==> config.mk <==
export PLATFORM = sky130hd
export DESIGN_NAME = id_ex_stage
export DESIGN_NICKNAME = d
export VERILOG_FILES = /design/src/rtl/core_pkg.sv /design/src/rtl/hazard_detect.sv /design/src/rtl/id_ex_stage.sv
export SDC_FILE = /design/constraint.sdc
export NUM_CORES = 1
export LEC_CHECK = 0
export CAP_MARGIN = 20
export CORE_AREA = 5 5 231 233
export DETAILED_ROUTE_END_ITERATION = 7
export DIE_AREA = 0 0 236 238
export PLACE_DENSITY = 0.57
export SLEW_MARGIN = 20
export SYNTH_ARGS = -nofsm -noshare
export SYNTH_HDL_FRONTEND = slang
export SYNTH_SLANG_ARGS = --single-unit
==> constraint.sdc <==
create_clock -name clk -period 1.7 [get_ports clk]
set_input_delay 0.255 -clock clk [delete_from_list [all_inputs] [get_ports clk]]
set_output_delay 0.255 -clock clk [all_outputs]
set_load 0.005 [all_outputs]
==> src/rtl/core_pkg.sv <==
// Shared core definitions: opcodes, ALU operation encodings and the
// decoded control bundle carried down the pipeline.
package core_pkg;

  localparam logic [6:0] OPC_RTYPE = 7'b0110011;
  localparam logic [6:0] OPC_LOAD  = 7'b0000011;
  localparam logic [6:0] OPC_STORE = 7'b0100011;
  localparam logic [6:0] OPC_BEQ   = 7'b1100011;

  localparam logic [1:0] ALU_OP_ADD   = 2'b00;
  localparam logic [1:0] ALU_OP_SUB   = 2'b01;
  localparam logic [1:0] ALU_OP_FUNCT = 2'b10;

  typedef struct packed {
    logic       branch;
    logic       mem_read;
    logic       mem_to_reg;
    logic       mem_write;
    logic       alu_src;
    logic       reg_write;
    logic [1:0] alu_op;
  } ctrl_t;

  localparam ctrl_t CTRL_NOP = '{branch: 1'b0, mem_read: 1'b0, mem_to_reg: 1'b0,
                                 mem_write: 1'b0, alu_src: 1'b0, reg_write: 1'b0,
                                 alu_op: 2'b00};

endpackage

==> src/rtl/hazard_detect.sv <==
// Load-use hazard detection against the instruction in EX, plus the
// PC / IF-ID write enables; a flush always lets the front end move.
module hazard_detect (
  input  logic       ex_valid,
  input  logic       ex_mem_read,
  input  logic [4:0] ex_rd,
  input  logic       id_valid,
  input  logic [4:0] id_rs1,
  input  logic [4:0] id_rs2,
  input  logic       flush,
  output logic       hazard,
  output logic       pc_write,
  output logic       if_id_write
);

  logic rd_match_s;

  // Both source indices are compared whatever the instruction format.
  always_comb begin
    rd_match_s  = (ex_rd != 5'd0) && ((ex_rd == id_rs1) || (ex_rd == id_rs2));
    hazard      = ex_valid & ex_mem_read & id_valid & rd_match_s;
    pc_write    = ~hazard | flush;
    if_id_write = ~hazard | flush;
  end

endmodule

==> src/rtl/id_ex_stage.sv <==
// ID/EX pipeline register with load-use bubble insertion, flush squash
// and saturating stall/flush event counters.
module id_ex_stage
  import core_pkg::*;
#(
  parameter int XLEN  = 64,
  parameter int CNT_W = 16
) (
  input  logic             clk,
  input  logic             rst_n,
  input  logic             id_valid,
  input  logic [XLEN-1:0]  id_pc,
  input  logic [XLEN-1:0]  id_rs1_data,
  input  logic [XLEN-1:0]  id_rs2_data,
  input  logic [XLEN-1:0]  id_imm,
  input  logic [4:0]       id_rs1,
  input  logic [4:0]       id_rs2,
  input  logic [4:0]       id_rd,
  input  logic [2:0]       id_funct3,
  input  logic             id_funct7_b5,
  input  logic             id_branch,
  input  logic             id_mem_read,
  input  logic             id_mem_to_reg,
  input  logic             id_mem_write,
  input  logic             id_alu_src,
  input  logic             id_reg_write,
  input  logic [1:0]       id_alu_op,
  input  logic             flush,
  output logic             pc_write,
  output logic             if_id_write,
  output logic             ex_valid,
  output logic [XLEN-1:0]  ex_pc,
  output logic [XLEN-1:0]  ex_rs1_data,
  output logic [XLEN-1:0]  ex_rs2_data,
  output logic [XLEN-1:0]  ex_imm,
  output logic [4:0]       ex_rs1,
  output logic [4:0]       ex_rs2,
  output logic [4:0]       ex_rd,
  output logic [2:0]       ex_funct3,
  output logic             ex_funct7_b5,
  output logic             ex_branch,
  output logic             ex_mem_read,
  output logic             ex_mem_to_reg,
  output logic             ex_mem_write,
  output logic             ex_alu_src,
  output logic             ex_reg_write,
  output logic [1:0]       ex_alu_op,
  output logic [CNT_W-1:0] stall_cnt,
  output logic [CNT_W-1:0] flush_cnt
);

  typedef struct packed {
    logic [XLEN-1:0] pc;
    logic [XLEN-1:0] rs1_data;
    logic [XLEN-1:0] rs2_data;
    logic [XLEN-1:0] imm;
    logic [4:0]      rs1;
    logic [4:0]      rs2;
    logic [4:0]      rd;
    logic [2:0]      funct3;
    logic            funct7_b5;
  } data_t;

  logic            hazard_s;
  logic            valid_d, valid_q;
  ctrl_t           ctrl_d, ctrl_q;
  data_t           data_d, data_q;
  logic [CNT_W-1:0] stall_cnt_d, stall_cnt_q;
  logic [CNT_W-1:0] flush_cnt_d, flush_cnt_q;

  hazard_detect u_hazard_detect (
    .ex_valid    (valid_q),
    .ex_mem_read (ctrl_q.mem_read),
    .ex_rd       (data_q.rd),
    .id_valid    (id_valid),
    .id_rs1      (id_rs1),
    .id_rs2      (id_rs2),
    .flush       (flush),
    .hazard      (hazard_s),
    .pc_write    (pc_write),
    .if_id_write (if_id_write)
  );

  // Next-state: data always loads; a bubble or an empty slot clears valid and control.
  always_comb begin
    data_d = '{pc: id_pc, rs1_data: id_rs1_data, rs2_data: id_rs2_data, imm: id_imm,
               rs1: id_rs1, rs2: id_rs2, rd: id_rd, funct3: id_funct3,
               funct7_b5: id_funct7_b5};
    valid_d = id_valid;
    ctrl_d  = '{branch: id_branch, mem_read: id_mem_read, mem_to_reg: id_mem_to_reg,
                mem_write: id_mem_write, alu_src: id_alu_src, reg_write: id_reg_write,
                alu_op: id_alu_op};
    if (flush || hazard_s || !id_valid) begin
      valid_d = 1'b0;
      ctrl_d  = CTRL_NOP;
    end else begin
      valid_d = 1'b1;
    end

    stall_cnt_d = stall_cnt_q;
    if (hazard_s && !flush && (stall_cnt_q != {CNT_W{1'b1}})) begin
      stall_cnt_d = stall_cnt_q + {{(CNT_W-1){1'b0}}, 1'b1};
    end else begin
      stall_cnt_d = stall_cnt_q;
    end

    flush_cnt_d = flush_cnt_q;
    if (flush && (flush_cnt_q != {CNT_W{1'b1}})) begin
      flush_cnt_d = flush_cnt_q + {{(CNT_W-1){1'b0}}, 1'b1};
    end else begin
      flush_cnt_d = flush_cnt_q;
    end
  end

  // Stage register and counters.
  always_ff @(posedge clk or negedge rst_n) begin
    if (!rst_n) begin
      valid_q     <= 1'b0;
      ctrl_q      <= CTRL_NOP;
      data_q      <= '0;
      stall_cnt_q <= '0;
      flush_cnt_q <= '0;
    end else begin
      valid_q     <= valid_d;
      ctrl_q      <= ctrl_d;
      data_q      <= data_d;
      stall_cnt_q <= stall_cnt_d;
      flush_cnt_q <= flush_cnt_d;
    end
  end

  assign ex_valid      = valid_q;
  assign ex_pc         = data_q.pc;
  assign ex_rs1_data   = data_q.rs1_data;
  assign ex_rs2_data   = data_q.rs2_data;
  assign ex_imm        = data_q.imm;
  assign ex_rs1        = data_q.rs1;
  assign ex_rs2        = data_q.rs2;
  assign ex_rd         = data_q.rd;
  assign ex_funct3     = data_q.funct3;
  assign ex_funct7_b5  = data_q.funct7_b5;
  assign ex_branch     = ctrl_q.branch;
  assign ex_mem_read   = ctrl_q.mem_read;
  assign ex_mem_to_reg = ctrl_q.mem_to_reg;
  assign ex_mem_write  = ctrl_q.mem_write;
  assign ex_alu_src    = ctrl_q.alu_src;
  assign ex_reg_write  = ctrl_q.reg_write;
  assign ex_alu_op     = ctrl_q.alu_op;
  assign stall_cnt     = stall_cnt_q;
  assign flush_cnt     = flush_cnt_q;

endmodule

==> Implementation_results.wiki <==
{| class="wikitable"
! Metric !! Value
|-
| Final weighted congestion in routability-driven placement || 0.810
|-
| Critical path arrival || 1820 ps
|-
| Max-capacitance violation count || 0
|-
| Highest-delay cell along the critical path || sky130_fd_sc_hd__dfrtp_1
|-
| Leading cell types by count after synthesis || 316 x sky130_fd_sc_hd__dfrtp_1, 21 x sky130_fd_sc_hd__xnor2_1, 17 x sky130_fd_sc_hd__xor2_1
|-
| Internal power || 14100 uW
|-
| Flip-flop and latch count after synthesis || 316
|-
| TritonCTS Buffers || 37
|-
| Antenna viol nets, final || 0
|-
| Number of placement rows || 83
|-
| Routed length on met1 || 14.1 mm
|-
| Clock tree from TritonCTS || done
|-
| Max_slew headroom || 61.6%
|-
| Most frequent cell on the critical path || sky130_fd_sc_hd__nand3_4
|-
| Unrepaired setup endpoints after global routing || yes
|-
| Post-detail-place hpwl || 30.1 mm
|-
| Net switching power || 4070 uW
|-
| Die height || 238 um
|-
| Share of the clock period used by the worst path || 122%
|-
| Worst path bufs/invs || 3
|-
| FF-to-FF setup slack || -210 ps
|-
| Count of buffers inserted at the top-level ports || 604
|-
| Root buffer cell || sky130_fd_sc_hd__clkbuf_16
|-
| GRT Total Usage || 12.8%
|-
| Pin count of the biggest net entering global routing || 59
|-
| Proportion of netlist area held by the largest area contributor || 88.2%
|-
| Category of the critical setup timing path || flip-flop to primary output
|-
| Gate count of the mapped netlist || 458
|-
| Share of power burned in registers || 44.6%
|-
| Fraction of power spent switching nets || 22.4%
|-
| Run status || finished, violations left
|-
| Sequential fraction of the synthesis area || 88.2%
|-
| Number of enable flip-flop cells after synthesis || 0
|-
| Path class of the lowest-slack min-delay path || primary input to flip-flop
|-
| Sum of negative setup slack || -4230 ps
|-
| Max rail drop VDD || 0.000710 V
|-
| Transition at the pin with the smallest max-transition slack || 576 ps
|-
| Largest delay contributor family on the critical path || buffers and inverters
|-
| Crit Path Max Fanout || 3
|-
| Combinational Power Share || 12.7%
|-
| Iteration count of the initial detailed-routing pass || 4
|-
| Total standard cell area after synthesis || 0.00896 mm2
|-
| Count of final setup violators || 32
|-
| DR DRC count || 0
|-
| Kind of start point of the critical path || flip-flop
|-
| Area post-placement || 0.0164 mm2
|-
| Top cells by area in the synthesized netlist || sky130_fd_sc_hd__dfrtp_1 88%, sky130_fd_sc_hd__xnor2_1 2.1%, sky130_fd_sc_hd__xor2_1 1.7%
|-
| Gr ovfl total || 0
|-
| Core ar. || 0.0510 mm2
|-
| Post-Synthesis Net Count || 747
|-
| Number of distinct standard cells referenced by the synthesized netlist || 37
|-
| Worst setup skew after layout || 11.2 ps
|-
| Sum of met3 wire segment lengths after detailed routing || 3.48 mm
|-
| Cell with the most instances after synthesis || sky130_fd_sc_hd__dfrtp_1
|-
| P&R area growth vs syn || 100%
|-
| Ys async rst share || 100%
|-
| Initial antenna violation count || 4
|-
| Starting density of the core || 17.6%
|-
| WL met2 || 18.7 mm
|-
| Yosys warning count || 0
|-
| Largest area contributor in the netlist || sky130_fd_sc_hd__dfrtp_1
|-
| Ports placed on the boundary || 605
|-
| Wire length of the first global-routing pass || 53.2 mm
|-
| Count of routing violations after the opening detailed-route iteration || 153
|-
| Cell area after layout || 0.0180 mm2
|-
| Count of pins over their slew limit || 0
|-
| Final nets || 1468
|-
| Max stage delay on crit path || 380 ps
|-
| Final Hold Viols || 0
|-
| Predominant post-synthesis flop cell || sky130_fd_sc_hd__dfrtp_1
|-
| Final core area utilization || 35.2%
|-
| Die outline area || 0.0562 mm2
|-
| Deepest level of the CTS H-tree || 2
|-
| Clock input transition at the sequential cells of the worst setup and hold paths || 60 ps
|-
| Violations in the final reports || negative setup slack
|-
| Num Clock Sinks || 316
|-
| Die X || 236 um
|-
| Vias after detailed routing || 6641
|-
| Setup slack of the critical path after layout || -376 ps
|-
| Max Used Layer || met4
|-
| Final Routed Wirelength || 37.2 mm
|-
| Cell Pwr Density || 1010 mW/mm2
|-
| Data required time at the worst endpoint || 1440 ps
|-
| Static leakage power || 0.00813 uW
|-
| Drt wl/cell || 19.7 um
|-
| Max Clk Rate || 482 MHz
|-
| Share of final-layout standard cells stronger than drive strength 1 || 16.0%
|-
| Setup crit end kind || primary output
|-
| Syn Area/Cell || 19.6 um2
|-
| Cell Chain, Critical Path || buf_4 -> xnor2_2 -> nand3_4 -> o22ai_2 -> buf_6 -> nand3_4 -> buf_2
|-
| Number of filler instances in the final layout || 4967
|-
| Vias in the first global route || 7581
|-
| Vias/cell || 3.52
|-
| Crit path time final || 2080 ps
|-
| Clock latency on the worst-skew pair || 530 ps
|-
| Clock power share || 42.7%
|-
| Longest Clk Path Bufs || 3
|}
==> through the flow <==
step                cells  setup WS (ps)  hold WS (ps)  total power, uW
floorplan             458           5.27         -40.6             8520
global placement     1801           -732           198            10600
detailed placement   1801           -767           203            10600
CTS                  1880           -488           105            18500
global route         1887           -507           116            19000
finish               1888           -376           154            18200
==> final timing paths <==
path                              startpoint         endpoint  cells past startpoint
worst max-delay path                ex_rd[2]      if_id_write                      7
worst min-delay path               id_pc[39]        ex_pc[39]                      1
worst max register to register      ex_rd[4]     stall_cnt[1]                      7
worst min register to register  flush_cnt[9]     flush_cnt[9]                      2
max in group asynchronous              rst_n     stall_cnt[8]                      3
min in group asynchronous              rst_n  ex_rs1_data[53]                      2
==> final cells by class <==
class                           count  area (um2)  share of cell area [%]
Clock buffer                       52        1090                    6.09
Timing Repair Buffer              686        6720                    37.4
Sequential cell                   316        7910                    44.1
Clock inverter                     14         123                   0.683
Antenna cell                        2        5.00                  0.0279
Multi-Input combinational cell    136        1250                    6.95
Inverter                            2        7.51                  0.0418
Tap cell                          680         851                    4.74
==> metal layers <==
metal	track usage [%]	vias up
met1	14.8	3257
met3	5.22	56
met2	21.9	371
li1	-	2957
met4	3.69	0
met5	0	-
==> layout by cell type, fill, tap and decap left out, types with 3 or more instances in the layout <==
master,n
sky130_fd_sc_hd__mux2_2,3
sky130_fd_sc_hd__clkinv_2,7
sky130_fd_sc_hd__nor3_2,3
sky130_fd_sc_hd__nand3_2,3
sky130_fd_sc_hd__clkdlybuf4s50_1,468
sky130_fd_sc_hd__xnor2_2,3
sky130_fd_sc_hd__dfrtp_2,4
sky130_fd_sc_hd__buf_2,3
sky130_fd_sc_hd__xor2_1,17
sky130_fd_sc_hd__nand4_1,12
sky130_fd_sc_hd__buf_12,9
sky130_fd_sc_hd__clkbuf_1,5
sky130_fd_sc_hd__buf_4,65
sky130_fd_sc_hd__dlygate4sd2_1,104
sky130_fd_sc_hd__dlymetal6s2s_1,25
sky130_fd_sc_hd__buf_6,7
sky130_fd_sc_hd__nor4_4,8
sky130_fd_sc_hd__xnor2_1,18
sky130_fd_sc_hd__nand3_1,9
sky130_fd_sc_hd__nor3_4,4
sky130_fd_sc_hd__nand2_1,15
sky130_fd_sc_hd__clkbuf_16,38
sky130_fd_sc_hd__and2_1,9
sky130_fd_sc_hd__and3_1,4
sky130_fd_sc_hd__dfrtp_1,312
sky130_fd_sc_hd__clkbuf_8,9
sky130_fd_sc_hd__nor2_1,4
==> worst register-to-register path, stage by stage (launching register included) <==
cell and delay (ps):
sky130_fd_sc_hd__dfrtp_1 420, sky130_fd_sc_hd__xnor2_1 180, sky130_fd_sc_hd__nand3_2 140, sky130_fd_sc_hd__buf_4 170
sky130_fd_sc_hd__o22a_4 260, sky130_fd_sc_hd__buf_4 150, sky130_fd_sc_hd__nor3_4 120, sky130_fd_sc_hd__mux2_2 350
==> power groups by stage <==
stage	logic [uW]	clock network, uW	registers, uW
after floorplan	200	0	8320
after global placement	2390	0	8240
after detailed placement	2400	0	8240
after CTS	2340	8090	8110
after global routing	2500	8350	8140
final	2310	7750	8100
==> what timing repair did <==
action	CTS	global route
pin swaps	8	18
buffers inserted	12	6
endpoints found under the hold margin	84	0
gates resized for setup	156	39
setup endpoints to repair	136	67
hold buffers	1	0
==> logic make-up (layout without fill, tap and decap cells) <==
group,count (synthesis),count (layout),synth area share (%)
AND/OR/NAND/NOR,84,84,6.17
other,0,2,0
XOR/XNOR,38,38,3.71
adder cells (fa/ha/maj),2,2,0.279
flip-flops,316,316,88.2
buffers and inverters,6,754,0.433
AO/OA/AOI/OAI,8,8,0.642
multiplexers,4,4,0.544
(Power assumes the default switching activity.)
==> RTL change (same settings) <==
Set the parameter `XLEN` to 60 (it was 64).
--- a/src/rtl/id_ex_stage.sv
+++ b/src/rtl/id_ex_stage.sv
@@ -5,3 +5,3 @@
 #(
-  parameter int XLEN  = 64,
+  parameter int XLEN  = 60,
   parameter int CNT_W = 16
Ports: changed (8 resized); port bits go from 605 to 573. No check against the original RTL was run, so the function may have changed too.
==> RTL change against the unedited design <==
- area after synthesis decreased by 4.5%
- utilization down 1.1 points
- power fell by 0.39%
- sequential cell count fell by 16
- wire length is 2.4% lower
- final area decreased by 3.1%
- the run still ends with negative setup slack left
- sequential power shrank 4.9%
- first-iteration DRC count is 9.8% higher
- setup slack gained 1.2 ps
- critical path type unchanged
- critical endpoint unchanged
==> RTL change: results (changes against the unedited design) <==
Vias in the first global route: 7139 (was 7581)
GRT Total Usage: 0.125 (was 0.128)
Non-clock buffers: 654 (was 686)
Fraction of area in multi-input gates: 0.0754 (was 0.0695)
Failing checks: negative setup slack (unchanged)
Layout cells sized above 1: 0.168 (was 0.160)
Seq/Total Area, Yosys: 0.877 (was 0.882)
Routability cong.: 0.837 (was 0.810)
ClkCell Share: 0.0732 (was 0.0677)
Routed length per placed instance: 19.7 um (about the same)
Final setup vio count: 28 (was 32)
Hold Crit Class: input port to async pin (was input port to flip-flop)
Pleak: 0.00793 uW (was 0.00813 uW)
Psw: 4010 uW (was 4070 uW)
Via count: 6376 (was 6641)
Hpwl dp: 29400 um (was 30100 um)
Synthesized Nets: 715 (was 747)
#FFs+latches synth: 300 (was 316)
Inserted Clock Buffers: 36 (was 37)
Status: finished with violations (unchanged)
Initial antenna violation count: 7 (was 4)
Post-synthesis area per instance: 19.4 um2 (was 19.6 um2)
Worst ir drop on vdd: 0.611 mV (was 0.710 mV)
Placed inst area: 0.0156 mm2 (was 0.0164 mm2)
Worst setup margin: -375 ps (was -376 ps)
Port bufs: 572 (was 604)
First-pass GRT wire length: 51600 um (was 53200 um)
Hold slack: 148 ps (was 154 ps)
Placement Setup Slack: -759 ps (was -767 ps)
Drt initial violations: 168 (was 153)
Non-clock buffer share: 0.370 (was 0.374)
Layout Skew: 11.0 ps (was 11.2 ps)
Synth top area cells: dfrtp_1 88%, xnor2_1 2.1%, xor2_1 1.7% (unchanged)
Relative slew margins: 0.658 (was 0.616)
Largest net degree at the start of global routing: 86 (was 59)
Filler cell count: 4992 (was 4967)
Worst flop-to-flop path startpoint: ex_rd[0] (was ex_rd[4])
# diodes: 3 (was 2)
CLK BUF: 54 (was 52)
Seq. cell area: 0.00751 mm2 (was 0.00791 mm2)
Crit path max fanout: 2 (was 3)
==> RTL change: power groups by stage <==
stage / registers, uW / clock network [uW] / logic, uW
floorplan: 7910 / 0 / 200
global placement: 7830 / 0 / 2280
detailed placement: 7840 / 0 / 2290
CTS: 7700 / 8450 / 2310
global route: 7740 / 8760 / 2470
finish: 7700 / 8110 / 2280
==> RTL change: layer usage <==
metal / wire [um] / track usage
met2: 17800 / 0.212
met5: 12 / 0
met3: 4390 / 0.0678
met4: 817 / 0.0369
met1: 13300 / 0.136
==> RTL change: repair_timing <==
item,4_1_cts,5_1_grt
setup buffers,25,6
cloned,0,0
endpoints found under the hold margin,300,0
resized for setup,177,53
setup endpoints to repair,125,77
pin swaps,43,19
hold buffers,1,0
==> RTL change: per-stage QoR <==
stage	TNS, ps	instances
after floorplan	0	442
after global placement	-15960	1748
after detailed placement	-17010	1748
after CTS	-6980	1836
after global routing	-8400	1841
final	-4430	1841
